## src/rtl/ifid_skid_reg.sv

```systemverilog
// IF/ID pipeline register with a one-entry skid buffer.
// Holds up to two fetched pc/instr pairs so the fetch stage sees a registered
// ready while decode applies backpressure. Occupancy is tracked by a
// three-state FSM (EMPTY/ONE/FULL). A separate saturating counter tracks stall
// cycles on the decode side.
module ifid_skid_reg #(
  parameter int PC_W    = 32,
  parameter int INSTR_W = 32
) (
  input  logic               clk,
  input  logic               reset,
  input  logic               flush,
  input  logic               in_valid,
  output logic               in_ready,
  input  logic [PC_W-1:0]    in_pc,
  input  logic [INSTR_W-1:0] in_instr,
  output logic               out_valid,
  input  logic               out_ready,
  output logic [PC_W-1:0]    out_pc,
  output logic [INSTR_W-1:0] out_instr,
  output logic [7:0]         stall_cnt
);

  typedef enum logic [1:0] {EMPTY, ONE, FULL} state_t;

  state_t             state;
  state_t             state_nxt;
  logic [PC_W-1:0]    skid_pc;
  logic [INSTR_W-1:0] skid_instr;
  logic               accept;
  logic               drain;

  assign accept = in_valid & in_ready;
  assign drain  = out_valid & out_ready;

  // Increment that sticks at all-ones instead of wrapping.
  function automatic logic [7:0] sat_inc8(input logic [7:0] v);
    return (v == 8'hFF) ? v : v + 8'd1;
  endfunction

  // Next occupancy; a flush empties the buffer regardless of handshakes.
  always_comb begin
    state_nxt = state;
    case (state)
      EMPTY:   if (accept) state_nxt = ONE;
      ONE: begin
        if (accept && !drain)      state_nxt = FULL;
        else if (!accept && drain) state_nxt = EMPTY;
        else                       state_nxt = ONE;
      end
      FULL:    if (drain) state_nxt = ONE;
      default: state_nxt = EMPTY;
    endcase
    if (flush) state_nxt = EMPTY;
  end

  // Occupancy FSM with registered handshake outputs and the two data entries.
  always_ff @(posedge clk or negedge reset) begin
    if (!reset) begin
      state      <= EMPTY;
      out_valid  <= 1'b0;
      in_ready   <= 1'b0;
      out_pc     <= '0;
      out_instr  <= '0;
      skid_pc    <= '0;
      skid_instr <= '0;
    end else begin
      state     <= state_nxt;
      out_valid <= (state_nxt != EMPTY);
      in_ready  <= (state_nxt != FULL);
      // Data moves only when the buffer survives this cycle; flushed data is dropped.
      if (!flush) begin
        case (state)
          EMPTY: begin
            if (accept) begin
              out_pc    <= in_pc;
              out_instr <= in_instr;
            end
          end
          ONE: begin
            if (accept && drain) begin
              out_pc    <= in_pc;
              out_instr <= in_instr;
            end else if (accept) begin
              skid_pc    <= in_pc;
              skid_instr <= in_instr;
            end
          end
          FULL: begin
            if (drain) begin
              out_pc    <= skid_pc;
              out_instr <= skid_instr;
            end
          end
          default: ;
        endcase
      end
    end
  end

  // Count cycles where decode holds a valid entry but refuses it.
  always_ff @(posedge clk or negedge reset) begin
    if (!reset) begin
      stall_cnt <= 8'h00;
    end else if (out_valid && !out_ready) begin
      stall_cnt <= sat_inc8(stall_cnt);
    end
  end

endmodule

```

## config.mk

```make
export PLATFORM = sky130hd
export DESIGN_NAME = ifid_skid_reg
export DESIGN_NICKNAME = d
export VERILOG_FILES = /design/src/rtl/ifid_skid_reg.sv
export SDC_FILE = /design/constraint.sdc
export NUM_CORES = 1
export LEC_CHECK = 0
export CAP_MARGIN = 25
export CORE_MARGIN = 2
export CORE_UTILIZATION = 46
export CTS_CLUSTER_SIZE = 24
export DETAILED_ROUTE_END_ITERATION = 8
export PLACE_DENSITY = 0.88
export SYNTH_ARGS = -nofsm -noshare
export SYNTH_HDL_FRONTEND = slang
export SYNTH_SLANG_ARGS = --single-unit
```

## constraint.sdc

```tcl
create_clock -name clk -period 1.8 [get_ports clk]
set_input_delay 0.18 -clock clk [delete_from_list [all_inputs] [get_ports clk]]
set_output_delay 0.18 -clock clk [all_outputs]
set_load 0.01 [all_outputs]
```

==> results.ini <==
[outcome]
status=finished with violations
violations=negative setup slack

[worst_setup_path]
crit_fanout=15
end_kind=flip-flop
critPathMaxStageDelay_ns=0.47
cp_data_required_time_ns=2.10
crit_chain=and2_4, ha_4, or3_4, buf_16, mux2_4
critPathArrivalTime_ns=2.13
worstSetupPathType=reg2reg
path_delay_family=simple AND/OR/NAND/NOR gates
path_buf_inv=1
worst_path_max_delay_cell=or3_4
startpoint_type=flip-flop

[sta]
tightest_slew_ns=0.445
slew_headroom_pct=70.4
period_needed_ns=1.83
fin_crit_sh_pct=102
finClkSkew_ns=0.00590
tns_ns=-0.579
drv_slew=0
finalHoldWorstSlack_ns=0.267
hold_violations=0
rsz0062_at_grt=yes
timing.fmax_mhz=546
setup_viol=40
setup_slack_ns=-0.0331

[synthesis]
syn_area_per_cell_sq_um=16.3
async_reset_ff_share_pct=100
ys_types=37
synth_cells=403
ys_warn_count=0
synth-edff-count=0
ys_ff_latch=140
seq_area_frac_synth_pct=53.3
netlist_area_sq_um=6570
synth_top_flop_cell=dfrtp_1
synth_fp_nets=474

[detailed_routing]
via_per_inst=5.18
drcViolationCount=0
drtPass1Iterations=4
vias=3928
routed_wl_um=14000
dr.first_iter.drc_count=125
routedWlPerCell_um=18.5
drtAntennaViolNets=0

[worst_hold_path]
hp-class=in2async

[final_layout]
finalNonFillerCells=759
drive_gt1_share_pct=45.4
area_delta_synth_final_pct=37.2
fill_cells=947
final_nets=637
fin_util_pct=64.7
n_antenna_cell=0

[power_and_ir_drop]
power_density_nw_per_um2=1360
finalPower_w=0.0123
ir_drop_uv=1130
p_leak_nw=4.08

[die]
die-area_sq_um=15200
die-height_um=123
die_w_um=123
initial_core_util_pct=47.1
core-area_sq_um=13900
core.rowCount=43
pin_count=143

[placement]
dp_cells=721
gp_congestion=0.800
dpl.hpwl_um=9160
io_buffer_count=142

[cts]
cts_made_buffers=17
htree_levels=4
clk_path_buf_depth=2
numClockSinks=140
cts_tree=done
clkLatencyLatePin_ns=0.42
clk_transition_reported_paths_ns=0.06
cts_setup_buffers=0
cts-root-buf=clkbuf_16

[global_route]
first_global_vias=4372
grt_pass1_wl_um=21600
antenna_found_initial=0
overflow=0
grt_start_max_net_pins=58
grtUsageTotal_pct=18.7

[flow_run]
maxCapViolations=0

[worst reg2reg max path: cells and delay by family (launching register included)]
kind,cells,cell delay (ns)
buffers and inverters,1,0.22
multiplexers,1,0.32
adder cells (fa/ha/maj),1,0.17
AND/OR/NAND/NOR,2,0.63
flip-flops,1,0.37
[path summary, 6_finish.rpt]
path,start,end,slack (ns),depth (start not counted)
worst min-delay path,reset,stall_cnt[6],0.27,2
worst max-delay path,in_ready,skid_instr[7],-0.03,5
min in group clk,in_pc[3],skid_pc[3],0.40,2
max in group asynchronous,reset,out_instr[24],0.87,3
worst min register to register,out_instr[8],out_instr[8],0.50,1
worst max register to register,in_ready,skid_instr[7],-0.03,5
[placed cells by master, fill, tap and decap left out, types with 2 or more instances in the layout]
| cell | n |
|---|---|
| nand2_1 | 2 |
| xnor2_1 | 3 |
| nand2b_4 | 2 |
| dfrtp_1 | 139 |
| buf_6 | 2 |
| buf_16 | 2 |
| and3_1 | 3 |
| clkinvlp_4 | 4 |
| nand3_1 | 3 |
| bufinv_16 | 4 |
| nor2b_1 | 2 |
| clkbuf_16 | 20 |
| buf_12 | 7 |
| o21ai_0 | 3 |
| nor2_1 | 3 |
| clkdlybuf4s50_1 | 141 |
| a21oi_1 | 2 |
| buf_4 | 10 |
| mux2_2 | 128 |
| clkbuf_8 | 5 |
| clkinv_2 | 2 |
| mux2_4 | 67 |
| and4_1 | 2 |
[cell type report]
| type | count | area, sq um | area share (%) |
|---|---|---|---|
| well taps | 180 | 225 | 2.50 |
| multi-input cells | 238 | 2820 | 31.3 |
| clock inverters | 10 | 160 | 1.78 |
| clock buffers | 22 | 494 | 5.48 |
| inverters | 2 | 7.51 | 0.0833 |
| repair buffers | 167 | 1800 | 20.0 |
| flip-flops and latches | 140 | 3500 | 38.9 |
[sequential cells by signal (all words and copies together) (netlist names)]
register / count
stall_cnt: 8
out_instr: 32
out_valid: 1
in_ready: 1
out_pc: 32
state: 2
skid_pc: 32
skid_instr: 32
[Yosys cell counts, types with 3 or more instances]
| cell | n | area share [%] |
|---|---|---|
| and3_1 | 3 | 0.29 |
| mux2_1 | 7 | 1.2 |
| nor2_1 | 3 | 0.17 |
| buf_12 | 7 | 2.1 |
| buf_2 | 4 | 0.30 |
| mux2_2 | 128 | 22 |
| nand3_1 | 3 | 0.23 |
| dfrtp_1 | 140 | 53 |
| buf_6 | 8 | 1.4 |
| mux2_4 | 60 | 14 |
| nand2_1 | 3 | 0.17 |
| o21ai_0 | 3 | 0.23 |
| xnor2_1 | 3 | 0.40 |
[stage by stage]
stage	instance area (sq um)	setup slack (ns)
2_1_floorplan	6610	-0.107
3_3_place_gp	8220	-0.285
3_5_place_dp	8220	-0.337
4_1_cts	8880	-0.0220
5_1_grt	9010	-0.0838
6_report	9010	-0.0331
[power breakdown]
group	internal, W	switching (W)	total, W	leakage (nW)
combinational	0.00238	0.00112	0.00350	2.09
clock	0.00250	0.00134	0.00384	0.310
sequential	0.00423	0.000682	0.00491	1.68
total	0.00911	0.00314	0.0123	4.08
[metal layers]
layer | share of wire (%) | global-route usage [%] | up-vias | routed length, um
met2 | 52 | 32.4 | 108 | 7310
met3 | 5.0 | 6.04 | 24 | 701
met1 | 41 | 21.0 | 2015 | 5750
met5 | 0 | 0 | - | 0
li1 | - | - | 1781 | -
met4 | 2.0 | 8.31 | 0 | 279
[logic make-up (layout without fill, tap and decap cells)]
| family | count (synthesis) | after routing | share of synthesized area [%] |
|---|---|---|---|
| xor gates and xnor gates | 3 | 3 | 0.400 |
| DFF | 140 | 140 | 53.3 |
| adders and majority gates | 2 | 2 | 0.381 |
| and+or+nand+nor | 24 | 24 | 2.65 |
| AOI/OAI and AO/OA | 13 | 13 | 1.83 |
| muxes | 196 | 196 | 37.0 |
| buffers and inverters | 25 | 201 | 4.38 |
[timing repair]
item / in CTS / in global routing
pin swaps: 0 / 1
endpoints found under the hold margin: 46 / 0
gates cloned: 0 / 5
endpoints found under the setup margin: 17 / 116
hold buffers: 1 / 0
resized for setup: 2 / 6
Power figures use the tool's default switching activity.
